### config.mk
export PLATFORM = sky130hd
export DESIGN_NAME = route_lookup_arbiter
export DESIGN_NICKNAME = d
export VERILOG_FILES = /design/src/rtl/route_pkg.sv /design/src/rtl/rr_arbiter.sv /design/src/rtl/route_lookup_arbiter.sv
export SDC_FILE = /design/constraint.sdc
export NUM_CORES = 1
export LEC_CHECK = 0
export CAP_MARGIN = 30
export CORE_AREA = 4 4 272 274
export DETAILED_ROUTE_END_ITERATION = 8
export DIE_AREA = 0 0 276 278
export SYNTH_ARGS = -nofsm -noshare
export SYNTH_HDL_FRONTEND = slang
export SYNTH_SLANG_ARGS = --single-unit
### constraint.sdc
create_clock -name clk -period 13 [get_ports clk]
set_input_delay 1.95 -clock clk [delete_from_list [all_inputs] [get_ports clk]]
set_output_delay 1.95 -clock clk [all_outputs]
set_load 0.05 [all_outputs]
### src/rtl/route_pkg.sv
`default_nettype none
// ============================================================================
// Module   : route_pkg
// Purpose  : Shared widths, FSM states and in-flight tag type for the
//            route lookup arbiter.
// Revision : 1.0 - initial release
// ============================================================================
package route_pkg;

    localparam int IP_WIDTH    = 32;
    localparam int ENTRY_WIDTH = 256;
    localparam int ADDR_WIDTH  = 6;
    localparam int LOOKUP_LAT  = 3;
    localparam int ID_WIDTH    = 3;

    typedef enum logic [1:0] {
        ST_RUN   = 2'd0,
        ST_DRAIN = 2'd1,
        ST_LOAD  = 2'd2
    } state_t;

    typedef struct packed {
        logic                valid;
        logic [ID_WIDTH-1:0] id;
    } tag_t;

endpackage
`default_nettype wire

### src/rtl/rr_arbiter.sv
`default_nettype none
// ============================================================================
// Module   : rr_arbiter
// Purpose  : Round-robin one-hot arbiter; search starts after the last grant.
// Revision : 1.0 - initial release
// ============================================================================
module rr_arbiter import route_pkg::*; #(
    parameter int NUM_REQ = 4
) (
    input  logic                clk,
    input  logic                rst,
    input  logic [NUM_REQ-1:0]  i_req,
    input  logic                i_adv,
    output logic [NUM_REQ-1:0]  o_grant,
    output logic [ID_WIDTH-1:0] o_grant_id
);

    logic [ID_WIDTH-1:0] r_last;
    logic [ID_WIDTH:0]   w_dist;
    logic [ID_WIDTH:0]   w_best;

    // Lowest rotated distance from (last+1) wins among active requesters.
    always_comb begin
        o_grant    = '0;
        o_grant_id = '0;
        w_best     = '1;
        w_dist     = '0;
        for (int j = 0; j < NUM_REQ; j++) begin
            w_dist = (ID_WIDTH+1)'(j + NUM_REQ - 1) - {1'b0, r_last};
            if (w_dist >= (ID_WIDTH+1)'(NUM_REQ))
                w_dist = w_dist - (ID_WIDTH+1)'(NUM_REQ);
            if (i_req[j] && (w_dist < w_best)) begin
                w_best     = w_dist;
                o_grant    = '0;
                o_grant[j] = 1'b1;
                o_grant_id = ID_WIDTH'(j);
            end
        end
    end

    always_ff @(posedge clk or posedge rst) begin
        if (rst)
            r_last <= ID_WIDTH'(NUM_REQ - 1);
        else if (i_adv && (|o_grant))
            r_last <= o_grant_id;
    end

endmodule
`default_nettype wire

### src/rtl/route_lookup_arbiter.sv
`default_nettype none
// ============================================================================
// Module   : route_lookup_arbiter
// Purpose  : Shares one route searcher among NUM_REQ requesters, routes each
//            response back by tag, and sequences drain/reload of the table.
// Revision : 1.0 - initial release
// ============================================================================
module route_lookup_arbiter #(
    parameter int NUM_REQ     = 4,
    parameter int IP_WIDTH    = route_pkg::IP_WIDTH,
    parameter int ENTRY_WIDTH = route_pkg::ENTRY_WIDTH,
    parameter int ADDR_WIDTH  = route_pkg::ADDR_WIDTH,
    parameter int LOOKUP_LAT  = route_pkg::LOOKUP_LAT
) (
    input  logic                        clk,
    input  logic                        rst,
    input  logic [NUM_REQ-1:0]          req_valid,
    output logic [NUM_REQ-1:0]          req_ready,
    input  logic [NUM_REQ*IP_WIDTH-1:0] req_dst_ip,
    output logic [NUM_REQ-1:0]          rsp_valid,
    output logic                        rsp_found,
    input  logic                        cfg_wr_valid,
    output logic                        cfg_wr_ready,
    input  logic [ADDR_WIDTH-1:0]       cfg_wr_addr,
    input  logic [ENTRY_WIDTH-1:0]      cfg_wr_data,
    input  logic                        cfg_commit,
    output logic                        cfg_loading,
    output logic                        srch_init_mode,
    output logic                        srch_init_entry_wr,
    output logic [ADDR_WIDTH-1:0]       srch_init_entry_addr,
    output logic [ENTRY_WIDTH-1:0]      srch_init_entry_data,
    output logic                        srch_lookup_valid,
    output logic [IP_WIDTH-1:0]         srch_lookup_dst_ip,
    input  logic                        srch_resp_valid,
    input  logic                        srch_resp_found,
    output logic                        tag_err
);
    import route_pkg::*;

    localparam int CNT_W = $clog2(LOOKUP_LAT + 2);

    state_t                  r_state, w_next;
    logic                    r_init_mode;
    logic                    w_lookup_en, w_accept, w_fire;
    logic [NUM_REQ-1:0]      w_grant;
    logic [ID_WIDTH-1:0]     w_grant_id;
    logic [IP_WIDTH-1:0]     w_grant_ip;
    logic                    r_lookup_valid;
    logic [IP_WIDTH-1:0]     r_lookup_ip;
    logic [ID_WIDTH-1:0]     r_lookup_id;
    tag_t                    r_tag [LOOKUP_LAT];
    tag_t                    w_head;
    logic [CNT_W-1:0]        r_inflight;
    logic                    r_entry_wr;
    logic [ADDR_WIDTH-1:0]   r_entry_addr;
    logic [ENTRY_WIDTH-1:0]  r_entry_data;
    logic                    r_tag_err;

    // Grants stay closed while init_mode is still high after a commit.
    assign w_lookup_en = (r_state == ST_RUN) && !r_init_mode && !rst;

    rr_arbiter #(.NUM_REQ(NUM_REQ)) u_rr (
        .clk        (clk),
        .rst        (rst),
        .i_req      (req_valid & {NUM_REQ{w_lookup_en}}),
        .i_adv      (w_lookup_en),
        .o_grant    (w_grant),
        .o_grant_id (w_grant_id)
    );

    assign req_ready = w_grant;
    assign w_accept  = |w_grant;

    always_comb begin
        w_grant_ip = '0;
        for (int j = 0; j < NUM_REQ; j++)
            if (w_grant[j])
                w_grant_ip = req_dst_ip[j*IP_WIDTH +: IP_WIDTH];
    end

    always_comb begin
        w_next       = r_state;
        cfg_wr_ready = 1'b0;
        cfg_loading  = 1'b0;
        case (r_state)
            ST_RUN:   if (cfg_wr_valid) w_next = ST_DRAIN;
            ST_DRAIN: begin
                cfg_loading = 1'b1;
                if (r_inflight == '0) w_next = ST_LOAD;
            end
            ST_LOAD: begin
                cfg_loading  = 1'b1;
                cfg_wr_ready = 1'b1;
                if (cfg_commit) w_next = ST_RUN;
            end
            default:  w_next = ST_RUN;
        endcase
    end

    always_ff @(posedge clk or posedge rst) begin
        if (rst) begin
            r_state     <= ST_RUN;
            r_init_mode <= 1'b0;
        end else begin
            r_state     <= w_next;
            r_init_mode <= (w_next == ST_LOAD) || (r_state == ST_LOAD);
        end
    end

    always_ff @(posedge clk or posedge rst) begin
        if (rst) begin
            r_lookup_valid <= 1'b0;
            r_lookup_ip    <= '0;
            r_lookup_id    <= '0;
        end else begin
            r_lookup_valid <= w_accept;
            if (w_accept) begin
                r_lookup_ip <= w_grant_ip;
                r_lookup_id <= w_grant_id;
            end
        end
    end

    // Head of the tag pipe lines up with the searcher response cycle.
    assign w_head = r_tag[LOOKUP_LAT-1];
    assign w_fire = w_head.valid & srch_resp_valid;

    always_ff @(posedge clk or posedge rst) begin
        if (rst) begin
            for (int k = 0; k < LOOKUP_LAT; k++)
                r_tag[k] <= '0;
            r_inflight <= '0;
            r_tag_err  <= 1'b0;
        end else begin
            r_tag[0] <= {r_lookup_valid, r_lookup_id};
            for (int k = 1; k < LOOKUP_LAT; k++)
                r_tag[k] <= r_tag[k-1];
            case ({w_accept, w_head.valid})
                2'b10:   r_inflight <= r_inflight + CNT_W'(1);
                2'b01:   r_inflight <= r_inflight - CNT_W'(1);
                default: r_inflight <= r_inflight;
            endcase
            r_tag_err <= r_tag_err | (w_head.valid ^ srch_resp_valid);
        end
    end

    always_ff @(posedge clk or posedge rst) begin
        if (rst) begin
            r_entry_wr   <= 1'b0;
            r_entry_addr <= '0;
            r_entry_data <= '0;
        end else begin
            r_entry_wr <= (r_state == ST_LOAD) && cfg_wr_valid;
            if ((r_state == ST_LOAD) && cfg_wr_valid) begin
                r_entry_addr <= cfg_wr_addr;
                r_entry_data <= cfg_wr_data;
            end
        end
    end

    assign rsp_valid            = w_fire ? (NUM_REQ'(1) << w_head.id) : '0;
    assign rsp_found            = srch_resp_found & w_fire;
    assign srch_init_mode       = r_init_mode;
    assign srch_init_entry_wr   = r_entry_wr;
    assign srch_init_entry_addr = r_entry_addr;
    assign srch_init_entry_data = r_entry_data;
    assign srch_lookup_valid    = r_lookup_valid;
    assign srch_lookup_dst_ip   = r_lookup_ip;
    assign tag_err              = r_tag_err;

endmodule
`default_nettype wire
==> impl_table.tex, run 1 <==
\begin{tabular}{lr}
\hline
Metric & Value \\
\hline
\multicolumn{2}{l}{\textbf{Outcome}} \\
Run status & complete, no violations \\
\multicolumn{2}{l}{\textbf{Drt}} \\
Final wirelength & 55.21 mm \\
Detailed Routing Iterations Pass 1 & 5 \\
Number of remaining DRC errors & 0 \\
Vias & 10910 \\
Drt wl/cell & about 21 um \\
Iteration-0 DRC count of the detailed router & 435 \\
Final antenna-violating net count & 0 \\
Vias/cell & 4.159 \\
\multicolumn{2}{l}{\textbf{Timing}} \\
Count of final hold-check violations & 0 \\
Worst-margin pin slew & roughly 1.2 ns \\
Period Utilization, post-route & 73.70\% \\
Fmax & 104.4 MHz \\
Final setup viols & 0 \\
Setup TNS & 0 ns \\
Worst setup skew after layout & roughly 0.014 ns \\
Max-slew violation total from the final report & 0 \\
Shortest clock period the worst path allows after layout & approximately 9.6 ns \\
Final Worst Setup Slack & approximately 3.4 ns \\
Setup repair after global routing missed its margin & no \\
Worst relative slew slack & 20.63\% \\
\multicolumn{2}{l}{\textbf{Hold path}} \\
Min-Delay Endpoint & r\_tag[5] \\
Startpoint of the tightest hold check path & r\_tag[9] \\
Hold WC Path Type & reg -> reg \\
Cell depth of the worst hold path & 0 \\
\multicolumn{2}{l}{\textbf{Synth}} \\
Synth async-reset ratio & between 90\% and 100\% \\
Leading cell type by number of instances after synthesis & sky130\_fd\_sc\_hd\_\_dfrtp\_1 \\
Primary flip-flop cell chosen by synthesis mapping & sky130\_fd\_sc\_hd\_\_dfrtp\_1 \\
Largest area contributor in the netlist & sky130\_fd\_sc\_hd\_\_dfrtp\_1 \\
FF+latch count, synth & 316 \\
Count of cell types in the netlist & 48 \\
Cell types with the highest counts after synthesis & sky130\_fd\_sc\_hd\_\_dfrtp\_1 (314), sky130\_fd\_sc\_hd\_\_mux2\_2 (263), sky130\_fd\_sc\_hd\_\_clkbuf\_1 (53) \\
Share of synthesized area occupied by flip-flops and latches & between 60\% and 70\% \\
Post-synthesis average cell area & approximately 14 um2 \\
Synthesized instance count & 940 \\
Main area contributors after synthesis & sky130\_fd\_sc\_hd\_\_dfrtp\_1 (60\%), sky130\_fd\_sc\_hd\_\_mux2\_2 (22\%), sky130\_fd\_sc\_hd\_\_ha\_1 (1.6\%) \\
Top cell type's share of synthesized area & 59.64\% \\
Area of the mapped netlist & between 10000 and 15000 um2 \\
Total number of yosys warnings & 0 \\
Syn Nets & about 1400 \\
Post-synth EDFFs & 0 \\
\multicolumn{2}{l}{\textbf{Layout}} \\
Post-layout nets & about 2100 \\
Combined area of the multi-input logic cells & slightly below 5000 um2 \\
Syn-to-layout area delta & 72.91\% \\
\# diodes & 0 \\
Fill count & approximately 7000 \\
Storage element area & around 7900 um2 \\
Fraction of final layout cells with drive strength greater than 1 & between 20\% and 30\% \\
\multicolumn{2}{l}{\textbf{Worst setup path}} \\
Worst Path Required & approximately 11 ns \\
Data arrival time of the worst path & around 7.6 ns \\
Worst r2r src & u\_rr.r\_last[1] \\
R2R cell count & 26 \\
Capturing point of the worst reg2reg path & r\_inflight[2] \\
Reg2Reg Setup Slack & about 6.5 ns \\
Crit start category & input pin \\
Endpoint type of the worst setup path & output port \\
Max FO, Critical Path & 33 \\
Worst Setup Path Type & in -> out \\
\multicolumn{2}{l}{\textbf{Clock tree}} \\
Clock slew at reported path FFs & roughly 0.050 ns \\
Number of H-tree levels & 2 \\
Max Buffers Root-to-Sink & 3 \\
Buffer count from post-CTS setup fixing & 0 \\
TritonCTS clock tree & built \\
CTS Root Cell & sky130\_fd\_sc\_hd\_\_clkbuf\_16 \\
Clock buffers created by TritonCTS & 41 \\
Resize count post-CTS & 0 \\
Clk sinks & about 320 \\
Clock insertion delay at the later pin of the skew report & 0.55 ns \\
Cts-stage hold buffer count & 0 \\
\multicolumn{2}{l}{\textbf{Placed design}} \\
PortBufs & $\sim$700 \\
Gp weighted congestion & $\sim$0.91 \\
Placed wire-length estimate after detailed placement & $\sim$43 mm \\
Post-Place Setup Slack & approximately 3.5 ns \\
\multicolumn{2}{l}{\textbf{Power and ir drop}} \\
Worst-case vdd ir drop & approximately 0.00015 V \\
Leakage power & about 9.4 nW \\
Areal power density over the cells & between 200 and 300 nW/um2 \\
\multicolumn{2}{l}{\textbf{GRT}} \\
Total congestion overflow & 0 \\
Wire length of the first global-routing pass & between 80 and 90 mm \\
Overall global routing resource usage & a little over an eighth \\
Number of antenna violations at the first check in global routing & 6 \\
Via count of the first global-routing pass & 12050 \\
Maximum number of pins on one net before global-route repair & roughly 170 \\
\multicolumn{2}{l}{\textbf{Die}} \\
Die outline height & about 280 um \\
Die outline area & about 77000 um2 \\
Effective utilization at floorplan & roughly 18\% \\
Floorplan Core Area & 71360 um2 \\
Number of ports placed on the die boundary & between 700 and 800 \\
Row Count & 98 \\
Die X & between 200 and 300 um \\
\multicolumn{2}{l}{\textbf{Flow run}} \\
\# Max-Cap Violations & 0 \\
\hline
\end{tabular}
-- power by group --
part           total [mW]  switching, mW  internal (mW)
Sequential           1.65          0.241           1.41
Clock                1.16          0.460          0.701
Combinational        3.35           2.12           1.23
-- final cells by class --
| cell class | count | share of cell area (%) |
|---|---|---|
| sequential | 316 | 34.72 |
| timing repair buffer | 724 | 31.97 |
| multi-input combinational | 543 | 21.70 |
| clock buffer | 58 | 5.229 |
| tap | 950 | 5.218 |
| clock inverter | 14 | 0.8239 |
| inverter | 18 | 0.3296 |
-- worst max-delay path by stage --
stage / cells past startpoint / startpoint / to / slack (ns)
2_1_floorplan: 1 / rst / r_inflight[0] / 2.31
5_1_grt: 18 / rst / req_ready[0] / 3.13
4_1_cts: 18 / rst / req_ready[0] / 3.51
3_5_place_dp: 18 / rst / req_ready[0] / 3.55
3_3_place_gp: 17 / req_valid[0] / req_ready[0] / 3.29
6_report: 18 / rst / req_ready[0] / 3.42
-- metal layers --
layer / track usage, % / share of wire, % / vias up
met2: 25.10 / 51 / 574
met5: 0 / 0.10 / -
met1: 14.80 / 37 / 5349
met3: 4.857 / 8.6 / 97
li1: - / - / 4879
met4: 4.333 / 3.3 / 10
-- metrics by stage --
stage	hold WS (ns)	power (mW)	instance area (um2)	cells	utilization, %
after floorplan	0.3312	3.750	13170	940	-
after global placement	0.3326	4.985	21310	2547	29.86
after detailed placement	0.3356	5.039	21370	2550	29.95
after CTS	0.3426	6.242	22750	2622	31.88
after global routing	0.3464	6.430	22780	2623	31.92
final	0.3411	6.162	22780	2623	31.92
-- registers in the layout, indices dropped and copies added, names as in the netlist --
signal,count
srch_lookup_dst_ip,32
u_rr.r_last,2
srch_init_entry_data,256
srch_lookup_valid,1
r_inflight,3
r_state,2
tag_err,1
srch_init_entry_addr,6
srch_init_mode,1
r_tag,9
r_lookup_id,2
srch_init_entry_wr,1
-- cell families after synthesis --
family | after synthesis | synth area share (%)
flip-flops | 316 | 60.04
XOR/XNOR | 3 | 0.1995
multiplexers | 264 | 22.56
AO/OA/AOI/OAI | 126 | 7.532
AND/OR/NAND/NOR | 132 | 5.366
adder cells (fa/ha/maj) | 18 | 1.767
buffers and inverters | 81 | 2.536
-- layout by cell type (no fill, tap or decap), types with 4 or more instances in the layout --
cell type,n
sky130_fd_sc_hd__a21o_1,4
sky130_fd_sc_hd__a221oi_1,8
sky130_fd_sc_hd__a22o_1,17
sky130_fd_sc_hd__a22oi_1,9
sky130_fd_sc_hd__a2bb2oi_1,8
sky130_fd_sc_hd__a31oi_1,26
sky130_fd_sc_hd__a32o_1,11
sky130_fd_sc_hd__a32oi_1,4
sky130_fd_sc_hd__and2_1,8
sky130_fd_sc_hd__and3_1,5
sky130_fd_sc_hd__and4_1,9
sky130_fd_sc_hd__buf_4,11
sky130_fd_sc_hd__clkbuf_1,8
sky130_fd_sc_hd__clkbuf_16,42
sky130_fd_sc_hd__clkbuf_8,8
sky130_fd_sc_hd__clkdlybuf4s50_1,708
sky130_fd_sc_hd__clkinv_2,4
sky130_fd_sc_hd__dfrtp_1,314
sky130_fd_sc_hd__ha_1,17
sky130_fd_sc_hd__inv_1,16
sky130_fd_sc_hd__mux2_2,263
sky130_fd_sc_hd__nand2_1,36
sky130_fd_sc_hd__nand3_1,5
sky130_fd_sc_hd__nand4_1,8
sky130_fd_sc_hd__nor2_1,9
sky130_fd_sc_hd__nor2b_1,5
sky130_fd_sc_hd__nor3_1,27
sky130_fd_sc_hd__o211ai_1,11
sky130_fd_sc_hd__o22a_1,12
sky130_fd_sc_hd__o22ai_1,5
sky130_fd_sc_hd__or3_1,10
-- critical path, cell delays in order --
cell                              delay, ns
sky130_fd_sc_hd__clkdlybuf4s50_1       0.56
sky130_fd_sc_hd__nor3b_1               0.54
sky130_fd_sc_hd__and2_1                0.23
sky130_fd_sc_hd__nand2_1               0.09
sky130_fd_sc_hd__o22ai_1               0.22
sky130_fd_sc_hd__ha_1                  0.26
sky130_fd_sc_hd__and3_1                0.18
sky130_fd_sc_hd__nand2_1               0.49
sky130_fd_sc_hd__nand3_1               0.20
sky130_fd_sc_hd__buf_4                 0.29
sky130_fd_sc_hd__o22ai_1               0.16
sky130_fd_sc_hd__ha_1                  0.21
sky130_fd_sc_hd__and3_1                0.17
sky130_fd_sc_hd__o2111a_1              0.16
sky130_fd_sc_hd__buf_4                 0.35
sky130_fd_sc_hd__or2_4                 0.43
sky130_fd_sc_hd__and3_1                0.26
sky130_fd_sc_hd__clkdlybuf4s50_1       0.84
No activity file was read; power rests on OpenSTA's default activity.
==> run 2, diff against run 1 <==
==> constraint.sdc (replaced) <==
create_clock -name clk -period 9.6 [get_ports clk]
set_input_delay 1.44 -clock clk [delete_from_list [all_inputs] [get_ports clk]]
set_output_delay 1.44 -clock clk [all_outputs]
set_load 0.05 [all_outputs]
==> run 2 against run 1 <==
Total power increased by 36%. Global-route usage decreased by 0.055 points. Setup slack got worse by 2.2 ns. Sequential power increased by 35%. Final cell count unchanged. Critical endpoint unchanged. Highest routed layer unchanged.
==> impl_table.tex, run 2 (synthesis results as in run 1) <==
\begin{tabular}{lr}
\hline
Metric & Value \\
\hline
\multicolumn{2}{l}{\textbf{Die}} \\
Die outline area & 76730 um2 (unchanged) \\
Die outline height & 278 um (unchanged) \\
Die X & 276 um (unchanged) \\
Row Count & 98 (unchanged) \\
Number of ports placed on the die boundary & 709 (unchanged) \\
Effective utilization at floorplan & 18.46\% (unchanged) \\
Floorplan Core Area & 71360 um2 (unchanged) \\
\multicolumn{2}{l}{\textbf{Placed design}} \\
Gp weighted congestion & 0.8931 (-1.4\%) \\
PortBufs & 708 (unchanged) \\
Placed standard-cell area & 21370 um2 (about the same) \\
Placed wire-length estimate after detailed placement & 42.65 mm (-0.75\%) \\
Placed Cells incl. Taps & 2550 (unchanged) \\
\multicolumn{2}{l}{\textbf{Clock tree}} \\
Clock slew at reported path FFs & 0.05 ns (about the same) \\
CTS Root Cell & sky130\_fd\_sc\_hd\_\_clkbuf\_16 \\
Clock buffers created by TritonCTS & 40 (-2.4\%) \\
Number of H-tree levels & 2 (unchanged) \\
Clock insertion delay at the later pin of the skew report & 0.56 ns (about the same) \\
Cts-stage hold buffer count & 0 (unchanged) \\
Buffer count from post-CTS setup fixing & 0 (unchanged) \\
Clk sinks & 316 (unchanged) \\
TritonCTS clock tree & built \\
Max Buffers Root-to-Sink & 3 (unchanged) \\
Resize count post-CTS & 0 (unchanged) \\
\multicolumn{2}{l}{\textbf{Layout}} \\
Syn-to-layout area delta & 73.17\% \\
Fill count & 7108 (+0.42\%) \\
Fraction of final layout cells with drive strength greater than 1 & 21.29\% (+0.25 points) \\
Post-layout nets & 2060 (-0.097\%) \\
Final Cell Area & 22810 um2 (+0.15\%) \\
Largest register FFs & 256 (unchanged) \\
Final std cells w/o fill & 2623 (unchanged) \\
Commonest non-fill, non-tap cells in the layout & sky130\_fd\_sc\_hd\_\_clkdlybuf4s50\_1 (706), sky130\_fd\_sc\_hd\_\_dfrtp\_1 (314), sky130\_fd\_sc\_hd\_\_mux2\_2 (263) \\
Most common cell after layout, fill and taps aside & sky130\_fd\_sc\_hd\_\_clkdlybuf4s50\_1 \\
\multicolumn{2}{l}{\textbf{Power and ir drop}} \\
Worst-case vdd ir drop & 0.0002156 V (+45\%) \\
Areal power density over the cells & 368.5 nW/um2 (+36\%) \\
Leakage power & 9.454 nW (+0.18\%) \\
\multicolumn{2}{l}{\textbf{Flow run}} \\
\# Max-Cap Violations & 0 (unchanged) \\
\multicolumn{2}{l}{\textbf{Worst setup path}} \\
Data arrival time of the worst path & 6.92 ns (-0.71 ns) \\
Worst Path Required & 8.16 ns (-2.89 ns) \\
Worst Setup Path Type & in -> out \\
Max FO, Critical Path & 33 (unchanged) \\
Endpoint type of the worst setup path & output port \\
Crit start category & input pin \\
\multicolumn{2}{l}{\textbf{GRT}} \\
Number of antenna violations at the first check in global routing & 5 (-1) \\
Total congestion overflow & 0 (unchanged) \\
Maximum number of pins on one net before global-route repair & 170 (+3.0\%) \\
Via count of the first global-routing pass & 12150 (+0.84\%) \\
Wire length of the first global-routing pass & 80.68 mm (-0.42\%) \\
Overall global routing resource usage & 13.65\% (-0.055 points) \\
\multicolumn{2}{l}{\textbf{Timing}} \\
Fmax & 119.6 MHz \\
Worst setup skew after layout & 0.01730 ns (+0.002908 ns) \\
Worst relative slew slack & 30.46\% (+9.8 points) \\
Count of final hold-check violations & 0 (unchanged) \\
Final setup viols & 0 (unchanged) \\
Worst-margin pin slew & 1.043 ns (-0.1475 ns) \\
Setup TNS & 0 ns (unchanged) \\
Shortest clock period the worst path allows after layout & 8.360 ns \\
Max-slew violation total from the final report & 0 (unchanged) \\
Period Utilization, post-route & between 80 and 90\% \\
Worst slack on hold paths & 0.3429 ns (+0.001785 ns) \\
Setup repair after global routing missed its margin & no \\
\multicolumn{2}{l}{\textbf{Drt}} \\
Final wirelength & 55.09 mm (-0.22\%) \\
Final antenna-violating net count & 0 (unchanged) \\
Drt wl/cell & 21.00 um (-0.22\%) \\
Iteration-0 DRC count of the detailed router & 394 (-9.4\%) \\
Detailed-routed wire length on met2 & 28.62 mm (+1.4\%) \\
Detailed Routing Iterations Pass 1 & 5 (unchanged) \\
Vias & 11000 (+0.83\%) \\
Top layer used by detailed routing & met5 \\
Vias/cell & 4.194 (+0.83\%) \\
Metal3 WL & 5.105 mm (+7.4\%) \\
Wl on met1 & 19.41 mm (-4.8\%) \\
Number of remaining DRC errors & 0 (unchanged) \\
\multicolumn{2}{l}{\textbf{Hold path}} \\
Hold WC Path Type & reg -> reg \\
\multicolumn{2}{l}{\textbf{Outcome}} \\
Run status & complete, no violations \\
\hline
\end{tabular}
-- run 2: layout make-up --
| cell class | count | area [um2] | share of cell area [%] |
|---|---|---|---|
| Sequential cell | 316 | 7910 | 34.67 |
| Timing Repair Buffer | 723 | 7254 | 31.80 |
| Multi-Input combinational cell | 543 | 4943 | 21.67 |
| Tap cell | 950 | 1189 | 5.210 |
| Clock buffer | 51 | 1102 | 4.832 |
| Inverter | 18 | 71.32 | 0.3126 |
| Clock inverter | 21 | 340.3 | 1.492 |
| Antenna cell | 1 | 2.502 | 0.01097 |
-- run 2: metrics by stage --
stage	setup slack [ns]	power (mW)	util, %
global placement	1.068	6.770	29.94
floorplan	2.734	5.078	-
CTS	1.348	8.539	31.96
finish	1.240	8.407	31.97
detailed placement	1.359	6.821	29.94
global route	0.9166	8.778	31.96
-- run 2: final timing paths --
check / from / endpoint / slack [ns] / cells after the start
min reg2reg: r_tag[7] / r_tag[3] / 0.34 / 0
max reg2reg: u_rr.r_last[0] / r_inflight[2] / 2.61 / 26
min in group asynchronous: rst / srch_init_entry_data[128] / 1.33 / 2
max in group asynchronous: rst / srch_init_entry_data[209] / 6.70 / 4
max: rst / req_ready[0] / 1.24 / 18
min: r_tag[7] / r_tag[3] / 0.34 / 0
-- run 2: worst max-delay path, cell delays in order --
cell	delay (ns)
sky130_fd_sc_hd__clkdlybuf4s50_1	0.51
sky130_fd_sc_hd__nor3b_1	0.48
sky130_fd_sc_hd__and2_1	0.22
sky130_fd_sc_hd__nand2_1	0.10
sky130_fd_sc_hd__o22ai_1	0.22
sky130_fd_sc_hd__ha_1	0.25
sky130_fd_sc_hd__and3_1	0.19
sky130_fd_sc_hd__nand2_1	0.51
sky130_fd_sc_hd__nand3_1	0.61
sky130_fd_sc_hd__buf_4	0.41
sky130_fd_sc_hd__o22ai_1	0.17
sky130_fd_sc_hd__ha_1	0.19
sky130_fd_sc_hd__and3_1	0.18
sky130_fd_sc_hd__o2111a_1	0.16
sky130_fd_sc_hd__buf_4	0.37
sky130_fd_sc_hd__or2_4	0.46
sky130_fd_sc_hd__and3_1	0.28
sky130_fd_sc_hd__buf_12	0.15
-- run 2: where the power goes --
group	switching (mW)	internal [mW]	total (mW)
clock network	0.616	1.03	1.65
registers	0.322	1.91	2.23
logic	2.87	1.65	4.53
total	3.81	4.60	8.41
-- run 2: routing by layer --
layer / up-vias / GRT usage, %
met5: - / 0
met4: 6 / 4.819
met3: 96 / 4.932
met2: 605 / 25.23
met1: 5429 / 14.29
li1: 4864 / -
==> run 3, diff against run 2 <==
--- a/config.mk
+++ b/config.mk
@@ -9,6 +9,7 @@
 export CORE_AREA = 4 4 272 274
 export DETAILED_ROUTE_END_ITERATION = 8
 export DIE_AREA = 0 0 276 278
+export SLEW_MARGIN = 5
 export SYNTH_ARGS = -nofsm -noshare
 export SYNTH_HDL_FRONTEND = slang
 export SYNTH_SLANG_ARGS = --single-unit
==> run 3 against run 2 <==
Combinational power about the same. Clock skew down 0.0061 ns. Fmax up 0.86%. First-iteration DRC count unchanged. Count of clock-buffer cells in the layout up 4. Total power down 1.2%. Die area unchanged. Via count down 0.19%. Wire length about the same. Sequential cell count unchanged. Largest cell class unchanged. Largest power group unchanged. Highest routed layer unchanged.
==> impl_table.tex, run 3 (synthesis results as in run 1) <==
\begin{tabular}{lr}
\hline
Metric & Value \\
\hline
\multicolumn{2}{l}{\textbf{Outcome}} \\
Run status & complete, no violations \\
\multicolumn{2}{l}{\textbf{Power and ir drop}} \\
Areal power density over the cells & 365.5 nW/um2 (-0.83\%) \\
Logic gate share of total power & 54.5\% (+0.7 points) \\
Total internal power & 4.491 mW (-2.3\%) \\
Share of total power in the clock network & 18.6\% (-1.0 points) \\
Worst-case vdd ir drop & 0.0001944 V (-9.8\%) \\
Sequential power share & 26.9\% (+0.3 points) \\
Switching part of the total & 45.92\% (+0.62 points) \\
Leakage power & 9.398 nW (-0.59\%) \\
Net Sw Power & 3.813 mW (+0.12\%) \\
\multicolumn{2}{l}{\textbf{Die}} \\
Row Count & 98 (unchanged) \\
Die X & 276 um (unchanged) \\
Floorplan Core Area & 71360 um2 (unchanged) \\
Die outline height & 278 um (unchanged) \\
Die outline area & 76730 um2 (unchanged) \\
Effective utilization at floorplan & 18.46\% (unchanged) \\
Number of ports placed on the die boundary & 709 (unchanged) \\
\multicolumn{2}{l}{\textbf{GRT}} \\
Maximum number of pins on one net before global-route repair & 170 (unchanged) \\
Overall global routing resource usage & 13.65\% (about the same) \\
Wire length of the first global-routing pass & 80.76 mm (+0.10\%) \\
Number of antenna violations at the first check in global routing & 6 (+1) \\
Via count of the first global-routing pass & 12120 (-0.32\%) \\
Total congestion overflow & 0 (unchanged) \\
\multicolumn{2}{l}{\textbf{Clock tree}} \\
Clock insertion delay at the later pin of the skew report & 0.56 ns (about the same) \\
Clock buffers created by TritonCTS & 41 (+2.5\%) \\
Resize count post-CTS & 0 (unchanged) \\
Number of H-tree levels & 2 (unchanged) \\
Max Buffers Root-to-Sink & 3 (unchanged) \\
Clock slew at reported path FFs & 0.05 ns (about the same) \\
Clk sinks & 316 (unchanged) \\
Buffer count from post-CTS setup fixing & 0 (unchanged) \\
CTS Root Cell & sky130\_fd\_sc\_hd\_\_clkbuf\_16 \\
TritonCTS clock tree & built \\
Cts-stage hold buffer count & 0 (unchanged) \\
\multicolumn{2}{l}{\textbf{Drt}} \\
Vias/cell & 4.190 (about the same) \\
Vias & 10980 (-0.19\%) \\
Number of remaining DRC errors & 0 (unchanged) \\
Detailed Routing Iterations Pass 1 & 4 (-1) \\
Final wirelength & 55.12 mm (about the same) \\
Final antenna-violating net count & 0 (unchanged) \\
Drt wl/cell & 21.04 um (+0.17\%) \\
Iteration-0 DRC count of the detailed router & 394 (unchanged) \\
\multicolumn{2}{l}{\textbf{Layout}} \\
Final Cell Area & 22720 um2 (-0.39\%) \\
Most common cell after layout, fill and taps aside & sky130\_fd\_sc\_hd\_\_clkdlybuf4s50\_1 \\
Combined area of the multi-input logic cells & 4943 um2 (unchanged) \\
Post-layout nets & 2061 (+0.049\%) \\
Storage element area & 7910 um2 (unchanged) \\
Fraction of final layout cells with drive strength greater than 1 & 21.21\% (-0.082 points) \\
Syn-to-layout area delta & 72.49\% \\
Fill count & 7179 (+1.0\%) \\
Largest register FFs & 256 (unchanged) \\
Final core utilization & 31.84\% (-0.13 points) \\
Commonest non-fill, non-tap cells in the layout & sky130\_fd\_sc\_hd\_\_clkdlybuf4s50\_1 (706), sky130\_fd\_sc\_hd\_\_dfrtp\_1 (314), sky130\_fd\_sc\_hd\_\_mux2\_2 (263) \\
\multicolumn{2}{l}{\textbf{Timing}} \\
Setup repair after global routing missed its margin & no \\
Worst slack on hold paths & 0.3473 ns (+0.004434 ns) \\
Count of final hold-check violations & 0 (unchanged) \\
Shortest clock period the worst path allows after layout & 8.289 ns (-0.07125 ns) \\
Worst relative slew slack & 30.79\% (+0.33 points) \\
Setup TNS & 0 ns (unchanged) \\
Fmax & 120.6 MHz (+0.86\%) \\
Max-slew violation total from the final report & 0 (unchanged) \\
Worst-margin pin slew & 1.038 ns (-0.004961 ns) \\
Worst setup skew after layout & 0.01121 ns (-0.006085 ns) \\
Period Utilization, post-route & 86.34\% (-0.74 points) \\
Final setup viols & 0 (unchanged) \\
\multicolumn{2}{l}{\textbf{Flow run}} \\
\# Max-Cap Violations & 0 (unchanged) \\
\multicolumn{2}{l}{\textbf{Placed design}} \\
Gp weighted congestion & 0.8931 (unchanged) \\
Placed standard-cell area & 21370 um2 (unchanged) \\
Placed wire-length estimate after detailed placement & 42.53 mm (-0.28\%) \\
PortBufs & 708 (unchanged) \\
\multicolumn{2}{l}{\textbf{Hold path}} \\
Cell depth of the worst hold path & 0 (unchanged) \\
Min-Delay Endpoint & r\_tag[3] \\
Hold WC Path Type & reg -> reg \\
Startpoint of the tightest hold check path & r\_tag[7] \\
\multicolumn{2}{l}{\textbf{Worst setup path}} \\
Reg2Reg Setup Slack & 2.64 ns (+0.03 ns) \\
Capturing point of the worst reg2reg path & r\_inflight[2] \\
R2R cell count & 25 (-3.8\%) \\
Worst r2r src & u\_rr.r\_last[1] \\
Endpoint type of the worst setup path & output port \\
Crit start category & input pin \\
Worst Setup Path Type & in -> out \\
Max FO, Critical Path & 33 (unchanged) \\
Worst Path Required & 8.16 ns (about the same) \\
Data arrival time of the worst path & 6.85 ns (-0.07 ns) \\
\hline
\end{tabular}
-- run 3: cell count changes in the layout (fill, tap and decap cells not counted), sizes merged --
cell	delta
bufinv	-6
clkbuf	+4
clkinv	-3
clkinvlp	+3
inv	-1
-- run 3: per-stage QoR --
step | power, mW | std cells | worst slack (ns)
2_1_floorplan | 5.078 | 940 | 2.734
3_3_place_gp | 6.770 | 2549 | 1.068
3_5_place_dp | 6.824 | 2550 | 1.360
4_1_cts | 8.439 | 2619 | 1.342
5_1_grt | 8.675 | 2619 | 0.9241
6_report | 8.304 | 2620 | 1.311
-- run 3: worst max path at each step --
stage	from	end	depth (start not counted)
2_1_floorplan	rst	req_ready[1]	15
3_3_place_gp	req_valid[1]	req_ready[0]	15
3_5_place_dp	rst	req_ready[0]	17
4_1_cts	rst	req_ready[0]	17
5_1_grt	rst	req_ready[0]	17
6_report	rst	req_ready[0]	17
-- run 3: critical path, stage by stage --
cell	delay (ns)
sky130_fd_sc_hd__clkdlybuf4s50_1	0.49
sky130_fd_sc_hd__nor3b_1	0.46
sky130_fd_sc_hd__and2_1	0.22
sky130_fd_sc_hd__nand2_1	0.09
sky130_fd_sc_hd__o22ai_1	0.22
sky130_fd_sc_hd__ha_1	0.26
sky130_fd_sc_hd__and3_1	0.19
sky130_fd_sc_hd__nand2_1	0.50
sky130_fd_sc_hd__nand3_1	0.58
sky130_fd_sc_hd__mux2_2	0.46
sky130_fd_sc_hd__ha_1	0.31
sky130_fd_sc_hd__and3_1	0.18
sky130_fd_sc_hd__o2111a_1	0.17
sky130_fd_sc_hd__buf_4	0.38
sky130_fd_sc_hd__or2_4	0.46
sky130_fd_sc_hd__and3_1	0.28
sky130_fd_sc_hd__buf_12	0.15
-- run 3: power groups by stage --
stage	Sequential, mW	Clock, mW	Combinational (mW)
after floorplan	4.07	0	1.01
after global placement	2.24	0	4.53
after detailed placement	2.25	0	4.57
after CTS	2.24	1.62	4.58
after global routing	2.31	1.67	4.70
final	2.23	1.55	4.52
-- run 3: layer usage --
metal	up-vias	global-route usage [%]	routed length, um
met1	5440	14.23	19340
li1	4864	-	-
met3	102	5.201	5108
met5	-	0	57
met2	563	25.07	28640
met4	10	4.845	1975
-- run 3: layout make-up --
type	count	area share, %
Antenna cell	1	0.01101
Tap cell	950	5.231
Sequential cell	316	34.81
Clock inverter	14	0.7158
Multi-Input combinational cell	543	21.76
Inverter	18	0.3139
Clock buffer	55	5.237
Timing Repair Buffer	723	31.93
